`config.mk`:
```
export PLATFORM = sky130hd
export DESIGN_NAME = gf_word_loader
export DESIGN_NICKNAME = d
export VERILOG_FILES = /design/src/rtl/gf_word_loader_pkg.sv /design/src/rtl/gf_word_pack.sv /design/src/rtl/gf_word_loader.sv
export SDC_FILE = /design/constraint.sdc
export NUM_CORES = 1
export LEC_CHECK = 0
export CORE_UTILIZATION = 44
export DETAILED_ROUTE_END_ITERATION = 10
export PLACE_DENSITY = 0.77
export SLEW_MARGIN = 20
export SYNTH_ARGS = -nofsm -noshare
export SYNTH_HDL_FRONTEND = slang
export SYNTH_SLANG_ARGS = --single-unit
```
`constraint.sdc`:
```
create_clock -name clk -period 2.15 [get_ports clk]
set_input_delay 0.3225 -clock clk [delete_from_list [all_inputs] [get_ports clk]]
set_output_delay 0.3225 -clock clk [all_outputs]
set_load 0.05 [all_outputs]
```
`src/rtl/gf_word_loader_pkg.sv`:
```
// Shared constants, state encoding and word-slicing helper for the GF(2^163) word loader.
package gf_word_loader_pkg;

  localparam int unsigned FieldW   = 163;
  localparam int unsigned WordW    = 32;
  localparam int unsigned NumWords = 6;
  // Bits of the field element that land in the last (partial) word.
  localparam int unsigned TopBits  = FieldW - (NumWords - 1) * WordW;

  typedef logic [2:0] widx_t;

  localparam widx_t LastWord = 3'd5;
  localparam widx_t FullCnt  = 3'd6;

  typedef enum logic [1:0] {
    StLoad   = 2'd0,
    StRun    = 2'd1,
    StUnload = 2'd2
  } state_e;

  // Word idx of a field element, last word zero-extended above its valid bits.
  function automatic logic [WordW-1:0] field_word(input logic [FieldW-1:0] v, input widx_t idx);
    logic [WordW-1:0] w;
    w = '0;
    case (idx)
      3'd0:    w = v[31:0];
      3'd1:    w = v[63:32];
      3'd2:    w = v[95:64];
      3'd3:    w = v[127:96];
      3'd4:    w = v[159:128];
      3'd5:    w[TopBits-1:0] = v[FieldW-1 -: TopBits];
      default: w = '0;
    endcase
    return w;
  endfunction

endpackage

```
`src/rtl/gf_word_pack.sv`:
```
// Six-word operand register with indexed write; word 5 keeps only its low field bits.
module gf_word_pack
  import gf_word_loader_pkg::*;
(
  input  logic              clk,
  input  logic              rst,
  input  logic              we,
  input  widx_t             idx,
  input  logic [WordW-1:0]  data,
  output logic [FieldW-1:0] operand
);

  logic [WordW-1:0]   low_q [NumWords-1];
  logic [TopBits-1:0] top_q;

  always_ff @(posedge clk or negedge rst) begin
    if (!rst) begin
      for (int k = 0; k < int'(NumWords) - 1; k++) low_q[k] <= '0;
      top_q <= '0;
    end else if (we) begin
      if (idx == LastWord) begin
        top_q <= data[TopBits-1:0];
      end else begin
        for (int k = 0; k < int'(NumWords) - 1; k++) begin
          if (idx == widx_t'(k)) low_q[k] <= data;
        end
      end
    end
  end

  always_comb begin
    operand = '0;
    for (int k = 0; k < int'(NumWords) - 1; k++) operand[k*WordW +: WordW] = low_q[k];
    operand[FieldW-1 -: TopBits] = top_q;
  end

endmodule

```
`src/rtl/gf_word_loader.sv`:
```
// Word-serial operand loader / result unloader around a GF(2^163) multiplier.
// Optional sticky protocol-error flag `err` when GF_WORD_LOADER_ERR_EN is defined.
module gf_word_loader
  import gf_word_loader_pkg::*;
(
  input  logic              clk,
  input  logic              rst,
  input  logic              clr,
  input  logic              wr_en,
  input  logic              wr_sel,
  input  logic [WordW-1:0]  wr_data,
  output logic [FieldW-1:0] mult_a,
  output logic [FieldW-1:0] mult_b,
  output logic              mult_start,
  input  logic [FieldW-1:0] mult_z,
  input  logic              mult_done,
  output logic              rd_valid,
  input  logic              rd_ready,
  output logic [WordW-1:0]  rd_data,
  output logic              busy
`ifdef GF_WORD_LOADER_ERR_EN
  ,
  output logic              err
`endif
);

  state_e            state;
  widx_t             cnt_a, cnt_b, rd_idx;
  widx_t             cnt_a_nxt, cnt_b_nxt;
  logic [FieldW-1:0] result;
  logic              wr_a, wr_b;

  // clr suppresses writes so it wins over a same-cycle load.
  always_comb begin
    wr_a      = (state == StLoad) && wr_en && !wr_sel && (cnt_a != FullCnt) && !clr;
    wr_b      = (state == StLoad) && wr_en &&  wr_sel && (cnt_b != FullCnt) && !clr;
    cnt_a_nxt = wr_a ? cnt_a + 3'd1 : cnt_a;
    cnt_b_nxt = wr_b ? cnt_b + 3'd1 : cnt_b;
  end

  gf_word_pack u_pack_a (
    .clk     (clk),
    .rst     (rst),
    .we      (wr_a),
    .idx     (cnt_a),
    .data    (wr_data),
    .operand (mult_a)
  );

  gf_word_pack u_pack_b (
    .clk     (clk),
    .rst     (rst),
    .we      (wr_b),
    .idx     (cnt_b),
    .data    (wr_data),
    .operand (mult_b)
  );

  assign rd_data = rd_valid ? field_word(result, rd_idx) : '0;

  always_ff @(posedge clk or negedge rst) begin
    if (!rst) begin
      state      <= StLoad;
      cnt_a      <= '0;
      cnt_b      <= '0;
      rd_idx     <= '0;
      result     <= '0;
      mult_start <= 1'b0;
      rd_valid   <= 1'b0;
      busy       <= 1'b0;
    end else if (clr) begin
      state      <= StLoad;
      cnt_a      <= '0;
      cnt_b      <= '0;
      rd_idx     <= '0;
      mult_start <= 1'b0;
      rd_valid   <= 1'b0;
      busy       <= 1'b0;
    end else begin
      case (state)
        StLoad: begin
          cnt_a <= cnt_a_nxt;
          cnt_b <= cnt_b_nxt;
          if (cnt_a_nxt == FullCnt && cnt_b_nxt == FullCnt) begin
            state      <= StRun;
            mult_start <= 1'b1;
            busy       <= 1'b1;
          end
        end
        StRun: begin
          if (mult_done) begin
            result     <= mult_z;
            state      <= StUnload;
            mult_start <= 1'b0;
            rd_valid   <= 1'b1;
            rd_idx     <= '0;
          end
        end
        StUnload: begin
          if (rd_valid && rd_ready) begin
            if (rd_idx == LastWord) begin
              state    <= StLoad;
              rd_valid <= 1'b0;
              busy     <= 1'b0;
              rd_idx   <= '0;
              cnt_a    <= '0;
              cnt_b    <= '0;
            end else begin
              rd_idx <= rd_idx + 3'd1;
            end
          end
        end
        default: state <= StLoad;
      endcase
    end
  end

`ifdef GF_WORD_LOADER_ERR_EN
  logic wr_err;

  assign wr_err = wr_en && ((state != StLoad) || (wr_sel ? (cnt_b == FullCnt) : (cnt_a == FullCnt)));

  always_ff @(posedge clk or negedge rst) begin
    if (!rst) begin
      err <= 1'b0;
    end else if (clr) begin
      err <= 1'b0;
    end else if (wr_err) begin
      err <= 1'b1;
    end
  end
`endif

endmodule

```
After elaboration in Yosys (flattened, before gate mapping)
Cells that the tools add are included.
{"block": "totals", "reg_bits": 503, "in_bits": 202, "out_inout_bits": 361, "wordCells": 121}
{"block": "classes", "add_sub_neg": 3, "n_eq_ne": 25, "mux": 33, "bitwise": 3, "n_reduce_logical": 37}
{"operator": "29-bit case mux with 5 select lines", "count": 1}
{"operator": "3-bit AND reduction", "count": 14}
{"operator": "32-bit two-way mux", "count": 1}
{"operator": "3-bit two-way mux", "count": 10}
{"operator": "3-bit equality test (second input constant)", "count": 8}
{"operator": "3-bit by 2-bit equality test with 1-bit output (second input constant)", "count": 6}
{"operator": "3-bit case mux with 2 select lines", "count": 3}
{"operator": "3-bit case mux with 6 select lines", "count": 1}
{"operator": "3-bit != test (second input constant)", "count": 5}
{"operator": "4-bit AND reduction", "count": 3}
{"operator": "2-bit two-way mux", "count": 5}
{"operator": "3-bit by 1-bit adder with 3-bit output (second input constant)", "count": 3}
{"operator": "3-bit by 1-bit equality test with 1-bit output (second input constant)", "count": 3}
{"operator": "1-bit logical AND", "count": 9}
{"operator": "3-bit logical NOT", "count": 3}
{"operator": "3-bit nonzero test", "count": 3}
{"operator": "1-bit two-way mux", "count": 8}
{"operator": "1-bit case mux with 2 select lines", "count": 3}
{"operator": "2-bit case mux with 3 select lines", "count": 1}
{"operator": "2-bit AND reduction", "count": 2}
{"operator": "3-bit by 2-bit != test with 1-bit output (second input constant)", "count": 1}
{"operator": "1-bit inverter", "count": 3}
{"operator": "2-bit by 1-bit equality test with 1-bit output (second input constant)", "count": 1}
{"operator": "2-bit equality test (second input constant)", "count": 1}
{"operator": "other kinds (2)", "count": 3}

Longest topological paths before layout
Gate-level depths: netlist (run 1).
{"block": "logic_depth", "ltp_word": 11, "depth_mapped": 8, "mapped_depth_nobuf": 7}

Modules after synthesis
A second synthesis (run 1) with hierarchy kept.
{"block": "hier_totals", "cells_unflattened": 1362, "hier_area_um2": 21560.7}
{"mod": "gf_word_pack", "instances": 2, "cells_each": 350, "area_per_inst_um2": 6272.3, "seq_area_each_um2": 4078.9}
{"mod": "gf_word_loader", "instances": 1, "cells_each": 662, "area_per_inst_um2": 9016.1, "seq_area_each_um2": 4429.2}

Worst setup path after synthesis (run 1)
No wires, ideal clock.
{"block": "synth_path", "kind": "register to output", "from": "register rd_idx[0]", "to": "output port rd_data[13]", "arrival_ps": 2347, "t_required_ps": 1827, "path_slack_ps": -519, "path_stages_with_launch": 8, "path_buffers": 3, "cell_sequence": "dfrtp_1 -> clkbuf_1 -> buf_2 -> nor3_1 -> clkbuf_1 -> a22oi_1 -> o21ai_0 -> nor2b_1"}
{"block": "synth_via", "elab_chain_len": 3, "elab_cells_between_ends": 7, "cone_classes": "eq/ne (4); mux (2); reduce/logical (1)"}
{"element": "start: declaration", "line": "gf_word_loader.sv:28", "rtl": "widx_t cnt_a, cnt_b, rd_idx;"}
{"element": "start signal: assignment", "line": "gf_word_loader.sv:109", "rtl": "rd_idx <= rd_idx + 3'd1;"}
{"element": "3-bit equality test, or another cell as far along", "line": "gf_word_loader_pkg.sv:25", "rtl": "case (idx)"}
{"element": "29-bit case mux with 5 select lines *", "line": "gf_word_loader_pkg.sv:25"}
{"element": "32-bit two-way mux *", "line": "gf_word_loader.sv:59", "rtl": "assign rd_data = rd_valid ? field_word(result, rd_idx) : '0;"}
{"element": "end: declaration", "line": "gf_word_loader.sv:19", "rtl": "output logic [WordW-1:0] rd_data,"}
Mark *: on every way between the ends. The rest lies on a longest branch, timed or not.

Worst setup path after layout (run 1)
{"block": "layout_path", "from": "register rd_idx[1]", "to": "output port rd_data[10]"}
The elaborated chain is that of the path after synthesis.

==> impl_metrics.yaml, run 1 <==
status:
  status: "finished, violations left"
  violations: "negative setup slack"
synth:
  synth_top_area_share: 0.610
  synth_flop_cell: "dfrtp_1"
  ys_warn_count: 0
  synth_fp_nets: 1955
  yosys.area_share.simple: 0.120
  synth-adder-area-share: 0.00667
  yosysUniqueCellTypes: 45
  yosys-mux-area-fraction: 0.198
  ys_ff_latch: 503
  synth_xor_area_frac: 0
  synth_edf_count: 0
  synth.largest_area_cell: "dfrtp_1"
  synthArstFlopShare: 1.00
  synth_compound_area_frac: 0.0374
  synth_top_family_by_area: "multiplexers"
  synth_area_leaders: "dfrtp_1 (61%), mux2_2 (17%), nand2_1 (9.2%)"
  syn_area_um2: 20600
  ys_seq_area_frac: 0.610
  synthCells: 1742
  syn_area_per_cell_um2: 11.8
cts:
  path_clk_slew_ns: 0.06
  cts_tree: "yes"
  htree_levels: 2
  cts_root_buf: "clkbuf_16"
  cts_buffers: 50
  clk_path_buf_depth: 3
  insertion_delay_ns: 0.58
  cts.sinks: 503
power_and_ir_drop:
  p_leak_nw: 15.3
  powerDensity_nw_per_um2: 915
  ir_worst_vdd_mv: 0.822
  finalPower_mw: 28.5
setup_path:
  rr_endpoint: "u_pack_a.operand[91]"
  crit_chain: "buf_12 -> buf_16 -> buf_8 -> mux2i_2 -> nor2_1 -> a21oi_2 -> o21ai_1 -> nor2b_4 -> buf_12"
  crit_buf_inv: 4
  critPathKind: "reg -> out"
  cp_max_fo: 8
  reg2reg_from: "state[0]"
  slowest_delay_ns: 0.43
  crit_top_cell: "buf_12"
  crit_family: "buffers and inverters"
  worstSetupEndpointType: "output pin"
  cp_num_cells: 9
  cp.arrival_ns: 2.26
  r2r_cells: 7
  crit_required_ns: 1.83
  cp_slowest_cell: "dfrtp_2"
  startpoint_type: "register"
  reg2reg_slack_ns: -0.07
detailed_routing:
  drtIter0Drc: 1217
  vias: 16100
  routed_wl_um: 69300
  ant_nets: 0
  wl_per_cell_um: 23.1
  drc_errors: 0
  dr.pass1.iters: 5
  post_drt_via_cell_ratio: 5.36
floorplanning:
  rows: 78
  core-area_um2: 45800
  io_pins: 563
  start_util: 0.451
  die_x_um: 219
  die_h_um: 219
  dieArea_um2: 47800
sta:
  finalWorstSetupSlack_ns: -0.428
  fmax_ghz: 0.388
  fin_crit_sh: 1.20
  setup_violations: 67
  rsz0062_at_grt: "yes"
  worst_pin_slew_ns: 0.669
  finalCriticalPeriod_ns: 2.58
  final_hold_viol_count: 0
  fin_skew_ns: 0.00971
  drv_slew: 0
  maxSlewHeadroom: 0.556
global_route:
  antenna_found_initial: 3
  grt_pass1_vias: 16500
  overflow: 0
  track_usage: 0.275
  grt_pass1_wl_um: 99200
  grt_max_degree: 88
final_layout:
  areaGrowthSynthToFinish_pct: 51.0
  final_design_area_no_fill_um2: 31200
  layout_commonest_cell: "nand2_1"
  fin_util: 0.681
  stdcell_count: 2997
  drive_above_1_share: 0.286
  layout_common_cells: "nand2_1 (502), dfrtp_1 (500), clkdlybuf4s50_1 (444), mux2_2 (264), buf_12 (71)"
  nNetsFinal: 2571
hold_path:
  holdCritPathClass: "in -> reg"
  min_delay_worst_endpoint: "result[62]"
  hp-start: "mult_z[62]"
  holdPathStages: 3
job:
  maxCapViolations: 0
placed_design:
  dpl_worst_slack_ns: -0.463
  placed_cell_area_um2: 28200
  portBuffers: 562
  place_congestion: 0.859
  dp_hpwl_um: 46600
  place_inst: 2873
logic make-up (layout without fill, tap and decap cells):
group	after synthesis	in the layout
AOI/OAI and AO/OA	125	125
adders and majority gates	11	11
buffers and inverters	133	786
DFF	503	503
muxes	361	361
other	0	2
and+or+nand+nor	609	609
synth_stat cells, types with 3 or more instances:
cell	n
mux2_1	3
nor3_1	3
o21ai_0	36
nor2b_1	33
nand2b_1	5
buf_1	41
mux2i_1	31
buf_2	20
dfrtp_1	503
o32ai_1	4
nand2_1	508
nor2_1	42
a21oi_1	39
mux2_2	315
a22oi_1	29
clkbuf_1	58
mux2_4	10
buf_6	7
inv_1	7
a32oi_1	4
ha_1	11
worst register-to-register path, cell delays in order (launching register included):
cell and delay (ns):
dfrtp_1 0.40, or4b_4 0.58, buf_4 0.17, nor3_2 0.11, buf_4 0.16, nand2_2 0.07
buf_12 0.17, mux2_2 0.44
stage by stage:
| step | TNS, ns | hold slack (ns) |
|---|---|---|
| CTS | -12.68 | 0.238 |
| global route | -18.36 | 0.251 |
| finish | -12.96 | 0.275 |
| global placement | -92.04 | 0.302 |
| floorplan | -1.44 | 0.0269 |
| detailed placement | -98.78 | 0.305 |
where the power goes:
part	leakage, nW	total [mW]	internal, mW	switching [mW]
registers	6.73	11.2	10.5	0.623
clock network	0.866	9.28	5.56	3.72
logic	7.75	8.06	2.86	5.20
repair_timing:
item	CTS	global route
pin swaps	7	13
gates resized for setup	100	147
hold buffers	1	0
hold endpoints to repair	44	0
cloned	3	11
setup endpoints to repair	204	172
buffers inserted	9	12
layout make-up:
type / count / area (µm²)
fill: 3166 / 14600
sequential: 503 / 12600
multi-input combinational: 1106 / 8260
timing repair buffer: 690 / 7780
clock buffer: 68 / 1450
tap: 600 / 751
clock inverter: 21 / 298
inverter: 7 / 28.8
antenna: 2 / 5.00
metal layers:
layer | global-route usage | vias up | share of wire
met5 | 0 | - | 0
met4 | 0.100 | 0 | 0.039
met3 | 0.0592 | 156 | 0.076
met2 | 0.469 | 771 | 0.50
met1 | 0.342 | 8089 | 0.39
li1 | - | 7051 | -
worst max-delay path by stage:
stage | startpoint | end | slack [ns]
3_3_place_gp | wr_en | u_pack_b.operand[154] | -0.42
2_1_floorplan | rd_idx[0] | rd_data[13] | -0.11
3_5_place_dp | wr_en | u_pack_b.operand[145] | -0.46
4_1_cts | rd_idx[1] | rd_data[13] | -0.43
5_1_grt | rd_idx[1] | rd_data[10] | -0.53
6_report | rd_idx[1] | rd_data[10] | -0.43
state kept, by name (all words and copies together) (netlist names):
register / cells
u_pack_b.top_q: 3
result: 163
u_pack_a.top_q: 3
rd_idx: 3
cnt_b: 3
u_pack_b.operand: 160
busy: 1
cnt_a: 3
rd_valid: 1
u_pack_a.operand: 160
mult_start: 1
state: 2
Power figures use the tool's default switching activity.
==> run 2, diff against run 1 <==
--- a/config.mk
+++ b/config.mk
@@ -5,6 +5,7 @@
 export SDC_FILE = /design/constraint.sdc
 export NUM_CORES = 1
 export LEC_CHECK = 0
+export CORE_ASPECT_RATIO = 0.75
 export CORE_UTILIZATION = 44
 export DETAILED_ROUTE_END_ITERATION = 10
 export PLACE_DENSITY = 0.77
==> run 2 against run 1 <==
The flow still finishes with violations (negative setup slack). Via count shrank 1.5%. Combinational power fell by 1%. Die area is essentially flat. Critical endpoint is now rd_data[29]. Sequential power barely moved. Critical path depth fell by 1. Highest routed layer unchanged. Worst setup slack got worse by 0.0033 ns. Register-to-register slack gained 0.07 ns. Hold slack lost 0.0073 ns. Core utilization decreased by 1.8 points. Total power is 1.7% lower. Sequential cell count stayed put.
==> impl_metrics.yaml, run 2 (synthesized netlist as in run 1, its figures left out) <==
sta:
  maxSlewHeadroom: 0.560
  finalCriticalPeriod_ns: 2.58
  rsz0062_at_grt: "yes"
  fin_crit_sh: 1.20
  setup_tns_ns: -12.91
  fmax_ghz: 0.387
  fin_skew_ns: 0.0274
  setup_violations: 33
  final_hold_viol_count: 0
  hold_slack_ns: 0.268
  finalWorstSetupSlack_ns: -0.431
  worst_pin_slew_ns: 0.659
  drv_slew: 0
detailed_routing:
  routed_wl_um: 64700
  drc_errors: 0
  drtIter0Drc: 1099
  post_drt_via_cell_ratio: 5.24
  wl_per_cell_um: 21.4
  ant_nets: 0
  dr.pass1.iters: 5
  vias: 15800
setup_path:
  startpoint_type: "register"
  cp_max_fo: 5
  worstSetupEndpointType: "output pin"
  crit_required_ns: 1.83
  critPathKind: "reg -> out"
  cp.arrival_ns: 2.26
final_layout:
  largest_reg_flops: 163
  layout_common_cells: "nand2_1 (502), dfrtp_1 (500), clkdlybuf4s50_1 (496), mux2_2 (293)"
  layout_commonest_cell: "nand2_1"
  regMostFlops: "result"
  nNetsFinal: 2554
  stdcell_count: 3020
  drive_above_1_share: 0.270
  fin_util: 0.663
  areaGrowthSynthToFinish_pct: 48.1
status:
  status: "finished, violations left"
  violations: "negative setup slack"
global_route:
  grt_pass1_vias: 16400
  grt_pass1_wl_um: 96600
  overflow: 0
  track_usage: 0.264
  grt_max_degree: 121
  antenna_found_initial: 11
cts:
  cts.sinks: 503
  cts_buffers: 49
  htree_levels: 2
  clk_path_buf_depth: 3
  path_clk_slew_ns: 0.07
  cts_tree: "yes"
  insertion_delay_ns: 0.58
  cts_root_buf: "clkbuf_16"
power_and_ir_drop:
  finalPower_mw: 28.0
  ir_worst_vdd_mv: 0.712
  powerDensity_nw_per_um2: 916
  p_leak_nw: 14.7
floorplanning:
  die_h_um: 190
  core-area_um2: 46100
  start_util: 0.447
  dieArea_um2: 47800
  die_x_um: 252
  io_pins: 563
  rows: 68
job:
  maxCapViolations: 0
placed_design:
  place_congestion: 0.874
  dp_hpwl_um: 44300
  portBuffers: 562
  place_inst: 2896
hold_path:
  holdCritPathClass: "in -> reg"
## run 2: cell count changes in the layout (fill, tap and decap cells not counted), sizes merged
cell / before / now
clkdlybuf4s50: 444 / 496
clkinv: 11 / 15
dlymetal6s2s: 48 / 23
buf: 157 / 140
inv: 9 / 8
clkinvlp: 1 / 3
bufinv: 7 / 4
dlygate4sd2: 30 / 8
clkbuf: 77 / 73
diode: 2 / 9
## run 2: final cells by class
| type | count | area, µm² |
|---|---|---|
| inverters | 7 | 28.8 |
| diodes | 9 | 22.5 |
| clock inverters | 23 | 260 |
| fillers | 3324 | 15600 |
| clock buffers | 68 | 1420 |
| well taps | 630 | 788 |
| multi-input cells | 1106 | 7980 |
| flip-flops and latches | 503 | 12600 |
| repair buffers | 674 | 7470 |
## run 2: worst paths after layout
| kind | depth (start not counted) | slack (ns) | to | startpoint |
|---|---|---|---|---|
| worst max-delay path | 8 | -0.43 | rd_data[29] | rd_idx[0] |
| worst min-delay path | 3 | 0.27 | result[133] | mult_z[133] |
| worst max register to register | 6 | 0 | u_pack_b.operand[153] | state[0] |
| worst min register to register | 2 | 0.48 | result[95] | result[95] |
| max in group asynchronous | 3 | 1.03 | u_pack_a.operand[152] | rst |
| min in group asynchronous | 2 | 0.31 | u_pack_b.operand[102] | rst |
## run 2: metal layers
metal,GRT usage,up-vias,routed length (µm)
met4,0.127,0,2930
met3,0.0586,169,4600
met5,0,-,0
li1,-,7025,-
met2,0.429,639,31000
met1,0.335,7988,26200
## run 2: critical path: stages, from the launching register on
cell	delay (ns)
dfrtp_2	0.42
and2_4	0.18
ha_4	0.20
buf_4	0.15
buf_6	0.12
a22oi_2	0.23
o21ai_1	0.10
nor2b_4	0.15
buf_12	0.14
## run 2: report_power, final
part	total [mW]	leakage, nW	internal (mW)	switching, mW
combinational	7.98	7.14	2.90	5.08
sequential	11.1	6.73	10.5	0.605
clock	8.88	0.825	5.12	3.76
total	28.0	14.7	18.6	9.44
## run 2: per-stage QoR
stage                     area (µm²)  setup WS, ns
after floorplan                20900        -0.108
after global placement         28100        -0.394
after detailed placement       28100        -0.452
after CTS                      30100        -0.463
after global routing           30600        -0.486
final                          30600        -0.431
## run 2: what timing repair did
item	CTS	global route
cloned	5	6
gates resized for setup	52	81
pin swaps	3	6
endpoints found under the hold margin	36	0
setup buffers	5	8
endpoints found under the setup margin	135	149
hold buffers	1	0
==> run 3, diff against run 2 <==
--- a/config.mk
+++ b/config.mk
@@ -5,11 +5,12 @@
 export SDC_FILE = /design/constraint.sdc
 export NUM_CORES = 1
 export LEC_CHECK = 0
-export CORE_ASPECT_RATIO = 0.75
-export CORE_UTILIZATION = 44
+export CORE_AREA = 2 2 221 223
 export DETAILED_ROUTE_END_ITERATION = 10
-export PLACE_DENSITY = 0.77
+export DIE_AREA = 0 0 223 225
+export PLACE_DENSITY = 0.73
 export SLEW_MARGIN = 20
 export SYNTH_ARGS = -nofsm -noshare
 export SYNTH_HDL_FRONTEND = slang
 export SYNTH_SLANG_ARGS = --single-unit
+export TNS_END_PERCENT = 100
==> constraint.sdc (replaced) <==
create_clock -name clk -period 2.9 [get_ports clk]
set_input_delay 0.435 -clock clk [delete_from_list [all_inputs] [get_ports clk]]
set_output_delay 0.435 -clock clk [all_outputs]
set_load 0.1 [all_outputs]
==> run 3 against run 2 <==
The flow now finishes without violations. Sequential cell count did not move. Die area is 5.0% higher. Wire length rose by 1.8%. First-iteration DRC count is 1.0% lower. Clock skew down 0.0048 ns. Final area down 5.8%. Core utilization decreased by 5.7 points. Combinational power is 8.3% higher. Worst setup slack better by 0.48 ns. Total power fell by 16%. Cell count shrank 2.1%. Critical endpoint is now rd_data[13]. Highest routed layer unchanged.
==> impl_metrics.yaml, run 3 (synthesized netlist as in run 1, its figures left out) <==
global_route:
  grt_pass1_vias: 15700
  grt_pass1_wl_um: 97600
  overflow: 0
  grt_max_degree: 95
  antenna_found_initial: 6
  track_usage: 0.257
setup_path:
  r2r_cells: 5
  worstSetupEndpointType: "output pin"
  crit_required_ns: 2.47
  startpoint_type: "register"
  crit_chain: "buf_12 -> nor2b_2 -> buf_4 -> a21oi_1 -> o21ai_0 -> nor2b_2 -> buf_12"
  reg2reg_from: "state[1]"
  rr_endpoint: "u_pack_a.operand[132]"
  cp.arrival_ns: 2.42
  reg2reg_slack_ns: 0.49
  cp_max_fo: 18
  critPathKind: "reg -> out"
  cp_slowest_cell: "dfrtp_2"
  slowest_delay_ns: 0.44
final_layout:
  regMostFlops: "result"
  nNetsFinal: 2509
  drive_above_1_share: 0.385
  layout_common_cells: "nand2_1 (502), dfrtp_1 (500), buf_4 (362), mux2_2 (315), clkdlybuf4s50_1 (200)"
  fin_util: 0.605
  areaGrowthSynthToFinish_pct: 39.4
  layout_commonest_cell: "nand2_1"
  stdcell_count: 2957
  largest_reg_flops: 163
  final_design_area_no_fill_um2: 28800
floorplanning:
  die_h_um: 225
  die_x_um: 223
  start_util: 0.434
  io_pins: 563
  core-area_um2: 47500
  dieArea_um2: 50200
  rows: 80
cts:
  cts_tree: "yes"
  htree_levels: 2
  clk_path_buf_depth: 3
  cts.sinks: 503
  cts_buffers: 52
  insertion_delay_ns: 0.60
  cts_root_buf: "clkbuf_16"
  path_clk_slew_ns: 0.06
hold_path:
  holdPathStages: 3
  min_delay_worst_endpoint: "result[16]"
  hp-start: "mult_z[16]"
  holdCritPathClass: "in -> reg"
detailed_routing:
  routed_wl_um: 65800
  drtIter0Drc: 1088
  drc_errors: 0
  ant_nets: 0
  wl_per_cell_um: 22.3
  dr.pass1.iters: 5
  vias: 15500
  post_drt_via_cell_ratio: 5.24
placed_design:
  placed_cell_area_um2: 26900
  place_congestion: 0.892
  dp_hpwl_um: 46400
  dpl_worst_slack_ns: 0.0639
  place_inst: 2846
  portBuffers: 562
sta:
  finalCriticalPeriod_ns: 2.85
  maxSlewHeadroom: 0.529
  drv_slew: 0
  fin_crit_sh: 0.984
  rsz0062_at_grt: "yes"
  fmax_ghz: 0.351
  fin_skew_ns: 0.0226
  final_hold_viol_count: 0
  setup_violations: 0
  worst_pin_slew_ns: 0.704
  finalWorstSetupSlack_ns: 0.0469
status:
  status: "complete, no violations"
power_and_ir_drop:
  p_leak_nw: 14.5
  ir_worst_vdd_mv: 0.416
  powerDensity_nw_per_um2: 817
  finalPower_mw: 23.5
job:
  maxCapViolations: 0
-- run 3: worst max-delay path by stage --
stage / end / slack, ns / start
floorplan: rd_data[6] / -0.41 / rd_idx[0]
finish: rd_data[13] / 0.05 / rd_idx[1]
global placement: u_pack_a.operand[128] / 0.09 / wr_en
detailed placement: u_pack_a.operand[146] / 0.06 / wr_en
CTS: rd_data[2] / -0.004 / rd_idx[1]
global route: rd_data[2] / -0.02 / rd_idx[2]
-- run 3: layout make-up --
cell class	instances	area, µm²
fill	3783	18800
clock inverter	18	135
tap	615	769
clock buffer	78	1560
sequential	503	12600
inverter	7	26.3
multi-input combinational	1106	7690
antenna	4	10.0
timing repair buffer	626	5990
-- run 3: where the power goes --
part           internal, mW  switching, mW  leakage (nW)
Clock                  3.81           2.77         0.847
Combinational          1.84           6.81          6.88
Sequential             7.81          0.459          6.73
Total                  13.5           10.0          14.5
-- run 3: critical path: cells and delay by family (launching register included) --
kind	cells	cell delay (ns)
simple gates	2	0.47
compound gates	2	0.27
buf+inv	3	0.62
flops	1	0.44
-- run 3: through the flow --
step                TNS [ns]  hold slack [ns]
floorplan              -1.10            0.139
global route         -0.0322            0.351
CTS                 -0.00699            0.338
finish                     0            0.366
global placement           0            0.422
detailed placement         0            0.428
-- run 3: repair_timing --
item,in CTS,in global routing
cloned,1,2
pin swaps,2,1
hold buffers,1,0
hold endpoints to repair,52,0
gates resized for setup,8,11
buffers inserted,1,6
setup endpoints to repair,26,28
-- run 3: routing by layer --
metal | vias to the layer above | wire, µm | track usage | part of all wire
li1 | 6919 | - | - | -
met1 | 7821 | 26700 | 0.322 | 0.41
met2 | 641 | 31600 | 0.426 | 0.48
met3 | 106 | 5370 | 0.0763 | 0.082
met4 | 0 | 2130 | 0.0872 | 0.032
met5 | - | 0 | 0 | 0
